File: src/rtl/ps2_host_tx.sv
`default_nettype none
// ============================================================================
//  Module      : ps2_host_tx
//  Description : PS/2 host-to-device command transmitter. Runs the inhibit,
//                request-to-send, device-clocked shift and ACK phases and
//                drives both open-collector lines through *_oe outputs.
//  Revision    : 1.0  initial release
// ============================================================================
module ps2_host_tx #(
    parameter int INHIBIT_CYCLES = 6000,
    parameter int RTS_CYCLES     = 50,
    parameter int TIMEOUT_CYCLES = 1000000
) (
    input  logic       CLOCK_50,
    input  logic       resetn,
    input  logic [7:0] cmd_data,
    input  logic       cmd_valid,
    output logic       cmd_ready,
    input  logic       ps2_clk_in,
    input  logic       ps2_dat_in,
    output logic       ps2_clk_oe,
    output logic       ps2_dat_oe,
    output logic       busy,
    output logic       done,
    output logic       ack_ok,
    output logic       timeout_err
);

    // One shared counter serves inhibit, RTS and timeout timing.
    localparam int c_MAX_A   = (INHIBIT_CYCLES > RTS_CYCLES) ? INHIBIT_CYCLES : RTS_CYCLES;
    localparam int c_CNT_MAX = (c_MAX_A > TIMEOUT_CYCLES) ? c_MAX_A : TIMEOUT_CYCLES;
    localparam int c_CW      = $clog2(c_CNT_MAX + 1);

    localparam logic [c_CW-1:0] c_INH_LAST = c_CW'(INHIBIT_CYCLES - 1);
    localparam logic [c_CW-1:0] c_RTS_LAST = c_CW'(RTS_CYCLES - 1);
    localparam logic [c_CW-1:0] c_TO_LAST  = c_CW'(TIMEOUT_CYCLES - 1);
    localparam logic [c_CW-1:0] c_CNT_ONE  = c_CW'(1);

    localparam logic [2:0] S_IDLE      = 3'd0;
    localparam logic [2:0] S_INHIBIT   = 3'd1;
    localparam logic [2:0] S_RTS       = 3'd2;
    localparam logic [2:0] S_SHIFT     = 3'd3;
    localparam logic [2:0] S_ACK       = 3'd4;
    localparam logic [2:0] S_WAIT_IDLE = 3'd5;

    logic [2:0]      r_state;
    logic [2:0]      w_state_next;
    logic [c_CW-1:0] r_cnt;
    logic [8:0]      r_shift;      // {parity, data}, shifted out LSB first
    logic [3:0]      r_bit_cnt;
    logic            r_dat_drive;  // DAT pull-down request while shifting
    logic            r_ack_ok;
    logic            r_done;
    logic            r_timeout_err;
    logic            r_clk_meta, r_clk_sync, r_clk_prev;
    logic            r_dat_meta, r_dat_sync;
    logic            w_clk_fall;
    logic            w_timeout;

    assign w_clk_fall = r_clk_prev & ~r_clk_sync;
    // A falling edge in the last counted cycle restarts the window instead.
    assign w_timeout  = (r_cnt == c_TO_LAST) && !w_clk_fall;

    // Two-flop synchronisers; idle-high reset values avoid a false edge.
    always_ff @(posedge CLOCK_50 or negedge resetn) begin
        if (!resetn) begin
            r_clk_meta <= 1'b1;
            r_clk_sync <= 1'b1;
            r_clk_prev <= 1'b1;
            r_dat_meta <= 1'b1;
            r_dat_sync <= 1'b1;
        end else begin
            r_clk_meta <= ps2_clk_in;
            r_clk_sync <= r_clk_meta;
            r_clk_prev <= r_clk_sync;
            r_dat_meta <= ps2_dat_in;
            r_dat_sync <= r_dat_meta;
        end
    end

    // State register.
    always_ff @(posedge CLOCK_50 or negedge resetn) begin
        if (!resetn) r_state <= S_IDLE;
        else         r_state <= w_state_next;
    end

    // Next-state logic.
    always_comb begin
        w_state_next = r_state;
        case (r_state)
            S_IDLE:      if (cmd_valid) w_state_next = S_INHIBIT;
            S_INHIBIT:   if (r_cnt == c_INH_LAST) w_state_next = S_RTS;
            S_RTS:       if (r_cnt == c_RTS_LAST) w_state_next = S_SHIFT;
            S_SHIFT: begin
                if (w_timeout)                              w_state_next = S_IDLE;
                else if (w_clk_fall && r_bit_cnt == 4'd9)   w_state_next = S_ACK;
            end
            S_ACK: begin
                if (w_timeout)       w_state_next = S_IDLE;
                else if (w_clk_fall) w_state_next = S_WAIT_IDLE;
            end
            S_WAIT_IDLE: begin
                if (w_timeout)                    w_state_next = S_IDLE;
                else if (r_clk_sync && r_dat_sync) w_state_next = S_IDLE;
            end
            default:     w_state_next = S_IDLE;
        endcase
    end

    // Datapath: counters, frame shifter, DAT drive and status pulses.
    always_ff @(posedge CLOCK_50 or negedge resetn) begin
        if (!resetn) begin
            r_cnt         <= '0;
            r_shift       <= '0;
            r_bit_cnt     <= '0;
            r_dat_drive   <= 1'b0;
            r_ack_ok      <= 1'b0;
            r_done        <= 1'b0;
            r_timeout_err <= 1'b0;
        end else begin
            r_done        <= 1'b0;
            r_timeout_err <= 1'b0;
            case (r_state)
                S_IDLE: begin
                    if (cmd_valid) begin
                        r_shift   <= {~^cmd_data, cmd_data};
                        r_bit_cnt <= '0;
                        r_cnt     <= '0;
                        r_ack_ok  <= 1'b0;
                    end
                end
                S_INHIBIT: r_cnt <= (r_cnt == c_INH_LAST) ? '0 : r_cnt + c_CNT_ONE;
                S_RTS: begin
                    if (r_cnt == c_RTS_LAST) begin
                        r_cnt       <= '0;
                        r_dat_drive <= 1'b1;   // start bit keeps DAT low
                    end else begin
                        r_cnt <= r_cnt + c_CNT_ONE;
                    end
                end
                S_SHIFT: begin
                    if (w_timeout) begin
                        r_timeout_err <= 1'b1;
                        r_dat_drive   <= 1'b0;
                    end else if (w_clk_fall) begin
                        r_cnt       <= '0;
                        r_dat_drive <= (r_bit_cnt == 4'd9) ? 1'b0 : ~r_shift[0];
                        r_shift     <= {1'b0, r_shift[8:1]};
                        r_bit_cnt   <= r_bit_cnt + 4'd1;
                    end else begin
                        r_cnt <= r_cnt + c_CNT_ONE;
                    end
                end
                S_ACK: begin
                    if (w_timeout) begin
                        r_timeout_err <= 1'b1;
                    end else if (w_clk_fall) begin
                        r_ack_ok <= ~r_dat_sync;
                        r_cnt    <= '0;
                    end else begin
                        r_cnt <= r_cnt + c_CNT_ONE;
                    end
                end
                S_WAIT_IDLE: begin
                    if (w_timeout)                     r_timeout_err <= 1'b1;
                    else if (r_clk_sync && r_dat_sync) r_done        <= 1'b1;
                    else                               r_cnt         <= r_cnt + c_CNT_ONE;
                end
                default: r_cnt <= '0;
            endcase
        end
    end

    // Outputs decoded from state so reset releases the lines immediately.
    always_comb begin
        cmd_ready  = (r_state == S_IDLE);
        busy       = (r_state != S_IDLE);
        ps2_clk_oe = (r_state == S_INHIBIT) || (r_state == S_RTS);
        ps2_dat_oe = (r_state == S_RTS) || ((r_state == S_SHIFT) && r_dat_drive);
    end

    assign done        = r_done;
    assign ack_ok      = r_ack_ok;
    assign timeout_err = r_timeout_err;

endmodule
`default_nettype wire

File: config.mk
export PLATFORM = sky130hd
export DESIGN_NAME = ps2_host_tx
export DESIGN_NICKNAME = d
export VERILOG_FILES = /design/src/rtl/ps2_host_tx.sv
export SDC_FILE = /design/constraint.sdc
export NUM_CORES = 1
export LEC_CHECK = 0
export BUFFER_PORTS_ARGS = -buffer_cell sky130_fd_sc_hd__buf_4
export CORE_ASPECT_RATIO = 0.6
export CORE_MARGIN = 5
export CORE_UTILIZATION = 40
export CTS_BUF_LIST = sky130_fd_sc_hd__clkbuf_4 sky130_fd_sc_hd__clkbuf_8
export DETAILED_ROUTE_END_ITERATION = 10
export PLACE_DENSITY = 0.56
export SLEW_MARGIN = 25
export SYNTH_ARGS = -nofsm -noshare
export SYNTH_HDL_FRONTEND = slang
export SYNTH_SLANG_ARGS = --single-unit
File: constraint.sdc
create_clock -name CLOCK_50 -period 2.2 [get_ports CLOCK_50]
set_clock_uncertainty 0.15 [all_clocks]
set_input_delay 0.11 -clock CLOCK_50 [delete_from_list [all_inputs] [get_ports CLOCK_50]]
set_output_delay 0.11 -clock CLOCK_50 [all_outputs]
set_load 0.01 [all_outputs]
==> out/results.ini, run 1 <==
[status]
run_status=complete, but fails checks
violations=setup timing

[synth]
synth_async_sr_flop_share_pct=100
ys_seq_elements=45
yosysWarningCount=0
ys_top_cells_by_area=dfrtp_1 39%, a22o_1 5.2%, dfstp_2 5.2%, nand2_1 4.9%, o21ai_0 4.1%
yosysUniqueCellTypes=47
synth-seq-area-share_pct=44.6
synth_edf_count=0
yosys.area.top_type=dfrtp_1
synth_top_area_share_pct=39.5
synth.avg_cell_area_um2=9.12
synthCells=278
syn_nets=295
synth_flop_cell=dfrtp_1
syn-cell-area_um2=2540

[finish]
drive_gt1_share_pct=29.0
layout_common_cells=76 x buf_4, 39 x dfrtp_1, 33 x nand2_1
area_growth_pct=36.5
instances_no_fill=446
final_common_cell=buf_4
nets=378
antenna_cells=0
final_area_um2=3460

[worst_setup_path]
r2r-start=r_cnt[11]
crit_chain=or4_4, nor4_4, a311o_2, and3_4, buf_12, o21ai_0, a22o_1
cp-start-kind=flop
reg2regPathDepth=7
critPathRequiredTime_ps=2250
crit_family=simple AND/OR/NAND/NOR gates
slowest_delay_ps=580
critical_path_buf_inv_count=1
crit_type=reg -> reg
cp_slowest_cell=or4_4
r2r-end=r_cnt[13]
critPathMaxFanout=19
worst_setup_path_end_kind=flop
arrival_ps=2340
regToRegSetupSlack_ps=-90

[global_routing]
grt_pass1_wl_um=10800
antenna_found_initial=0
overflow=0
grt_max_degree=46
grt_pass1_vias=2242
track_usage_pct=16.7

[min_path]
hold_class=in -> async

[timing]
finalWorstSetupSlack_ps=-93.2
finalSetupViolations=21
hold_violations=0
worstMarginPinSlew_ps=678
fmax_mhz=436
rsz0062_at_grt=true
min_period_ps=2290
period_share_pct=104
slew-limit-headroom_pct=54.7
report.final.slew_viol_count=0

[clock_tree]
cts_tree=yes
cts-htree-levels=2
cts_sinks=45
cts_buffer_depth=2
clk_latency_ps=300
clk_pin_slew_ps=90
cts-root-buf=clkbuf_8
cts_buffers=5

[detailed_routing]
drtAntennaViolNets=0
first_iter_violations=166
vias=2280
routed_wl_um=6430
wire_per_inst_um=14.4
vias_per_cell=5.11
drc=0
dr.pass1.iters=4

[placement]
hpwl_um=4670
pre_cts_slack_ps=-177
dpl_cell_area_um2=3160
port_buffers=19
dpl.cell_count=425
place.gp.congestion=0.872

[power_and_ir_drop]
p_leak_nw=1.57
total_power_mw=3.60
p_per_area_nw_per_um2=1040
peakVddDrop_mv=0.462

[floorplanning]
die_y_um=71.7
core_area_um2=6140
start_util_pct=41.3
io_pins=20
die_area_um2=8090
row_count=22
fp.dieW_um=113

[flow_run]
cap_violations=0

## sequential cells by signal, summed over array words and instances (netlist names)
signal and count:
r_clk_sync 1, timeout_err 1, r_dat_sync 1, r_clk_meta 1, r_clk_prev 1, done 1
ack_ok 1, r_shift 9, r_bit_cnt 4, r_cnt 20, r_state 3, r_dat_drive 1
r_dat_meta 1
## area by class of cell
| type | count | area, um^2 |
|---|---|---|
| clock buffer | 5 | 68.8 |
| clock inverter | 3 | 46.3 |
| fill | 539 | 2680 |
| inverter | 8 | 30.0 |
| multi-input combinational | 211 | 1350 |
| sequential | 45 | 1130 |
| tap | 84 | 105 |
| timing repair buffer | 90 | 731 |
## report_power, final
group | switching (mW) | internal [mW]
sequential | 0.147 | 1.00
combinational | 0.925 | 0.892
clock | 0.301 | 0.340
## cell families after synthesis
kind of cell    share of synthesized area [%]
simple gates                             24.1
fa+ha+maj                                1.97
compound gates                           16.8
buf+inv                                  4.19
flops                                    44.6
mux                                      4.83
xor+xnor                                 3.45
## repair_timing
action                                 in CTS  in global routing
pin swaps                                   2                  1
endpoints found under the hold margin      51                  0
resized for setup                          12                  3
hold buffers                               12                  0
setup endpoints to repair                  32                 23
buffers inserted                            1                  0
## routing by layer
metal	track usage, %	share of wire [%]	up-vias
li1	-	-	1156
met1	25.7	53	1066
met2	24.1	40	51
met3	3.21	6.1	7
met4	3.60	0.95	0
met5	0	0	-
## stage by stage
step / setup TNS (ps) / util (%) / hold WS [ps]
global placement: -8640 / 51.5 / 1.29
CTS: -1460 / 56.2 / 211
floorplan: -380 / - / -336
detailed placement: -3830 / 51.5 / 4.32
finish: -1440 / 56.4 / 202
global route: -3720 / 56.4 / 213
## synthesized netlist by cell type, types with 3 or more instances
| master | instances |
|---|---|
| nand4_1 | 4 |
| dfstp_2 | 5 |
| and3_1 | 5 |
| nor2b_1 | 8 |
| xor2_1 | 3 |
| nor3_1 | 12 |
| o22ai_1 | 3 |
| o21ai_1 | 7 |
| inv_1 | 8 |
| and2_1 | 4 |
| nor2_1 | 22 |
| a22o_1 | 15 |
| buf_2 | 4 |
| nor4_1 | 6 |
| dfrtp_1 | 40 |
| clkbuf_1 | 7 |
| xnor2_1 | 7 |
| nand2_1 | 33 |
| nand3_1 | 11 |
| nand2b_1 | 8 |
| mux2i_1 | 10 |
| ha_1 | 4 |
| a21oi_1 | 3 |
| o21ai_0 | 21 |
## worst max path at each step
| stage | start | endpoint | cells past startpoint |
|---|---|---|---|
| floorplan | r_cnt[15] | r_cnt[8] | 8 |
| global placement | r_cnt[0] | r_cnt[11] | 7 |
| detailed placement | r_cnt[0] | r_cnt[8] | 7 |
| CTS | r_cnt[11] | r_cnt[3] | 7 |
| global route | r_cnt[11] | r_cnt[15] | 7 |
| finish | r_cnt[11] | r_cnt[13] | 7 |
Power figures use the tool's default switching activity.
==> run 2: changes to the inputs <==
--- a/config.mk
+++ b/config.mk
@@ -6,12 +6,12 @@
 export NUM_CORES = 1
 export LEC_CHECK = 0
 export BUFFER_PORTS_ARGS = -buffer_cell sky130_fd_sc_hd__buf_4
-export CORE_ASPECT_RATIO = 0.6
+export CORE_ASPECT_RATIO = 1.5
 export CORE_MARGIN = 5
 export CORE_UTILIZATION = 40
 export CTS_BUF_LIST = sky130_fd_sc_hd__clkbuf_4 sky130_fd_sc_hd__clkbuf_8
 export DETAILED_ROUTE_END_ITERATION = 10
-export PLACE_DENSITY = 0.56
+export PLACE_DENSITY = 0.54
 export SLEW_MARGIN = 25
 export SYNTH_ARGS = -nofsm -noshare
 export SYNTH_HDL_FRONTEND = slang
==> constraint.sdc (replaced) <==
create_clock -name CLOCK_50 -period 2.85 [get_ports CLOCK_50]
set_clock_uncertainty 0.15 [all_clocks]
set_input_delay 0.1425 -clock CLOCK_50 [delete_from_list [all_inputs] [get_ports CLOCK_50]]
set_output_delay 0.1425 -clock CLOCK_50 [all_outputs]
set_load 0.01 [all_outputs]
==> run 2 against run 1 <==
Effect of this change: the run now ends clean; combinational power fell by 42%; hold slack worse by 190 ps; first-iteration DRC count is 46% lower; register-to-register slack improved by 350 ps; global-route usage fell by 1.5 points; clock power decreased by 20%; flip-flop and latch count did not move; cell count down 16%; sequential share of layout area up 6.1 points; largest power group unchanged.
==> out/results.ini, run 2 (same netlist as run 1, synthesis figures left out) <==
[clock_tree]
cts_buffers=5
clk_latency_ps=300
cts_buffer_depth=2
cts_tree=yes
clk_pin_slew_ps=90
cts-htree-levels=2
cts-root-buf=clkbuf_8
cts_sinks=45

[worst_setup_path]
critical_path_buf_inv_count=1
worst_setup_path_end_kind=flop
crit_type=reg -> reg
cp-start-kind=flop
crit_chain=or4_4, nor4_1, a311o_2, and3_1, buf_4, o21ai_0, a22o_1
critPathRequiredTime_ps=2890
cp_slowest_cell=or4_4
slowest_delay_ps=580
reg2regPathDepth=7
crit_family=simple AND/OR/NAND/NOR gates
critPathMaxFanout=19
arrival_ps=2640
regToRegSetupSlack_ps=250
r2r-start=r_cnt[11]
r2r-end=r_cnt[16]

[finish]
nets=318
drive_gt1_share_pct=15.2
nFillCells=619
final_common_cell=dfrtp_1
area_growth_pct=15.0
multi_input_area_um2=1300
top_regs=r_cnt x20, r_shift x9, r_bit_cnt x4
regMostFlops=r_cnt
antenna_cells=0
seq_area_um2=1130
layout_common_cells=40 x dfrtp_1, 33 x nand2_1, 24 x buf_4
largest_reg_flops=20

[min_path]
min_path_cells=3
min-delay-start=cmd_data[2]
hold_path_end=r_shift[2]
hold_class=in -> reg

[global_routing]
grt_use_met2_pct=26.5
antenna_found_initial=0
met3_usage_pct=2.80
track_usage_pct=15.2
met1_usage_pct=18.3
grt_pass1_vias=1982
overflow=0
busiest_layer=met2
grt_pass1_wl_um=9540
grt_max_degree=46

[timing]
fmax_mhz=385
slew-limit-headroom_pct=50.0
period_share_pct=91.1
rsz0062_at_grt=false
finalSetupViolations=0
finalWorstSetupSlack_ps=253
timing.setup.tns_ps=0
hold_violations=0
report.final.slew_viol_count=0
worstMarginPinSlew_ps=747
min_period_ps=2600

[detailed_routing]
drc=0
dr.pass1.iters=4
wire_per_inst_um=15.4
vias=2077
routed_wl_um=5780
vias_per_cell=5.52
drtAntennaViolNets=0
first_iter_violations=90

[floorplanning]
core_area_um2=6170
fp.dieW_um=75.0
io_pins=20
row_count=35
start_util_pct=41.1
die_area_um2=8070
die_y_um=108

[power_and_ir_drop]
peakVddDrop_mv=0.369
p_leak_nw=1.26
p_per_area_nw_per_um2=846

[placement]
port_buffers=19
pre_cts_slack_ps=231
hpwl_um=4120
place.gp.congestion=0.808

[status]
run_status=complete, no violations

[flow_run]
cap_violations=0

-- run 2: cell count changes in the layout (fill, tap and decap cells not counted), sizes merged --
cell / previous run / this run
buf: 78 / 24
dlygate4sd3: 12 / 6
clkbuf: 5 / 6
clkinv: 1 / 0
-- run 2: stage by stage --
stage               cell area, um^2  instances  hold WS (ps)  util [%]  total power, mW
global placement               2730        362          34.4      44.3             1.96
detailed placement             2740        362          34.3      44.3             1.98
floorplan                      2540        278          -303         -             1.73
CTS                            2920        376          7.53      47.2             2.50
finish                         2920        376          9.12      47.3             2.47
global route                   2920        376          8.82      47.3             2.66
-- run 2: cell type report --
type                    instances  area share, %
well taps                      74           3.17
clock inverters                 2           1.29
multi-input cells             211           44.6
clock buffers                   6           2.83
repair buffers                 30           8.23
flip-flops and latches         45           38.8
inverters                       8           1.03
-- run 2: where the power goes --
part / switching [mW] / total (mW) / internal [mW] / leakage, nW
logic: 0.611 / 1.05 / 0.443 / 0.620
clock network: 0.227 / 0.512 / 0.285 / 0.0574
registers: 0.130 / 0.901 / 0.771 / 0.585
-- run 2: worst max path at each step --
stage	cells after the start	slack, ps	startpoint	end
after CTS	7	240	r_cnt[11]	r_cnt[16]
after floorplan	8	520	r_cnt[11]	r_cnt[11]
final	7	250	r_cnt[11]	r_cnt[16]
after detailed placement	7	230	r_cnt[11]	r_cnt[19]
after global routing	7	110	r_cnt[7]	r_cnt[10]
after global placement	6	120	r_clk_prev	r_cnt[14]
-- run 2: timing repair --
item / CTS / global route
hold endpoints to repair: 45 / 0
resized for setup: 0 / 0
hold buffers: 6 / 0
buffers inserted: 0 / 0
-- run 2: layer usage --
metal  part of all wire, %  up-vias
met2                    52       32
met4                   1.5        0
met1                    43      994
li1                      -     1042
met3                   3.0        9
met5                     0        -
-- run 2: tightest hold or removal path: stages --
cell,delay (ps)
buf_4,100
mux2i_1,60
o21ai_0,130
==> run 3: changes to the inputs <==
==> constraint.sdc (replaced) <==
create_clock -name CLOCK_50 -period 3.3 [get_ports CLOCK_50]
set_clock_uncertainty 0.15 [all_clocks]
set_input_delay 0.165 -clock CLOCK_50 [delete_from_list [all_inputs] [get_ports CLOCK_50]]
set_output_delay 0.165 -clock CLOCK_50 [all_outputs]
set_load 0.01 [all_outputs]
==> run 3 against run 2 <==
Effect of this change: first-iteration DRC count up 53%; clock power down 3%; worst setup slack better by 350 ps; combinational power down 12%; core utilization down 0.43 points; fmax down 3.6%; sequential power down 14%; cell area down 0.90%; hold slack better by 17 ps; register-to-register slack better by 350 ps; die area unchanged; wire length up 2.8%; largest cell class unchanged; highest routed layer unchanged.
==> out/results.ini, run 3 (same netlist as run 1, synthesis figures left out) <==
[finish]
nFillCells=602
layout_common_cells=40 x dfrtp_1, 33 x nand2_1, 23 x buf_4
drive_gt1_share_pct=14.8
nets=314
area_growth_pct=14.0
final_common_cell=dfrtp_1
top_regs=r_cnt x20, r_shift x9, r_bit_cnt x4
antenna_cells=0
regMostFlops=r_cnt
largest_reg_flops=20

[detailed_routing]
drtAntennaViolNets=0
wire_per_inst_um=16.0
dr.pass1.iters=5
first_iter_violations=138
drc=0
vias_per_cell=5.70
vias=2119
routed_wl_um=5930

[clock_tree]
clk_latency_ps=300
cts-resized-gates=0
cts-root-buf=clkbuf_8
cts_buffer_depth=2
cts_buffers=5
cts_tree=yes
cts_sinks=45
cts-htree-levels=2
clk_pin_slew_ps=90

[timing]
hold_ws_ps=26.5
worstMarginPinSlew_ps=756
min_period_ps=2690
finalWorstSetupSlack_ps=608
fmax_mhz=371
hold_violations=0
timing.setup.tns_ps=0
slew-limit-headroom_pct=49.4
finalSetupViolations=0
period_share_pct=81.6
report.final.slew_viol_count=0
rsz0062_at_grt=false

[global_routing]
antenna_found_initial=0
overflow=0
grt_max_degree=46
track_usage_pct=16.1
grt_pass1_vias=2103
grt_pass1_wl_um=10100

[worst_setup_path]
cp-start-kind=flop
reg2regPathDepth=7
worst_setup_path_end_kind=flop
r2r-end=r_cnt[14]
slowest_delay_ps=590
regToRegSetupSlack_ps=610
arrival_ps=2740
crit_type=reg -> reg
critPathMaxFanout=19
critPathRequiredTime_ps=3340
cp_slowest_cell=or4_4
crit_chain=or4_4, nor4_1, a311o_2, and3_1, buf_4, o21ai_0, a22o_1
r2r-start=r_cnt[11]

[placement]
port_buffers=19
pre_cts_slack_ps=645
hpwl_um=4170
place.gp.congestion=0.791

[flow_run]
cap_violations=0

[min_path]
hold_class=in -> reg
min_path_cells=3
min-delay-start=cmd_data[6]
hold_path_end=r_shift[6]

[floorplanning]
die_y_um=108
die_area_um2=8070
fp.dieW_um=75.0
row_count=35
io_pins=20
core_area_um2=6170
start_util_pct=41.1

[power_and_ir_drop]
p_per_area_nw_per_um2=762
peakVddDrop_mv=0.324
p_leak_nw=1.25
total_power_mw=2.20

[status]
run_status=complete, no violations

run 3: how the worst max path moves through the flow:
stage | cells past startpoint | start | endpoint | slack (ps)
detailed placement | 7 | r_cnt[7] | r_cnt[10] | 640
CTS | 7 | r_cnt[11] | r_cnt[10] | 630
finish | 7 | r_cnt[11] | r_cnt[14] | 610
floorplan | 8 | r_cnt[11] | r_cnt[11] | 970
global placement | 7 | r_cnt[0] | r_cnt[14] | 540
global route | 7 | r_cnt[11] | r_cnt[10] | 340
run 3: where the power goes:
group          total (mW)  internal [mW]  switching (mW)
clock network       0.496          0.301           0.195
logic               0.927          0.386           0.541
registers           0.779          0.666           0.114
run 3: critical path: cells and delay by family, from the launching register on:
kind	cells	cell delay (ps)
AOI/OAI and AO/OA	3	640
DFF	1	440
and+or+nand+nor	3	1110
buffers and inverters	1	250
run 3: stage by stage:
step | cell area, um^2 | utilization, % | std cells
finish | 2890 | 46.8 | 372
global route | 2890 | 46.8 | 372
CTS | 2890 | 46.8 | 372
detailed placement | 2730 | 44.2 | 361
global placement | 2730 | 44.1 | 361
floorplan | 2540 | - | 278
run 3: routing by layer:
layer | vias up | wire, um | track usage [%]
met4 | 0 | 121 | 5.98
li1 | 1035 | - | -
met2 | 40 | 3110 | 27.6
met1 | 1034 | 2510 | 19.6
met3 | 10 | 188 | 2.62
met5 | - | 0 | 0
run 3: area by class of cell:
type                    count  area [um^2]  area share (%)
multi-input cells         211         1300            45.0
flip-flops and latches     45         1130            39.2
clock buffers               5         68.8            2.38
repair buffers             26          203            7.01
clock inverters             3         65.1            2.25
inverters                   8         30.0            1.04
well taps                  74         92.6            3.20
run 3: timing repair:
| action | in CTS | in global routing |
|---|---|---|
| buffers inserted | 0 | 0 |
| hold endpoints to repair | 42 | 0 |
| hold buffers | 3 | 0 |
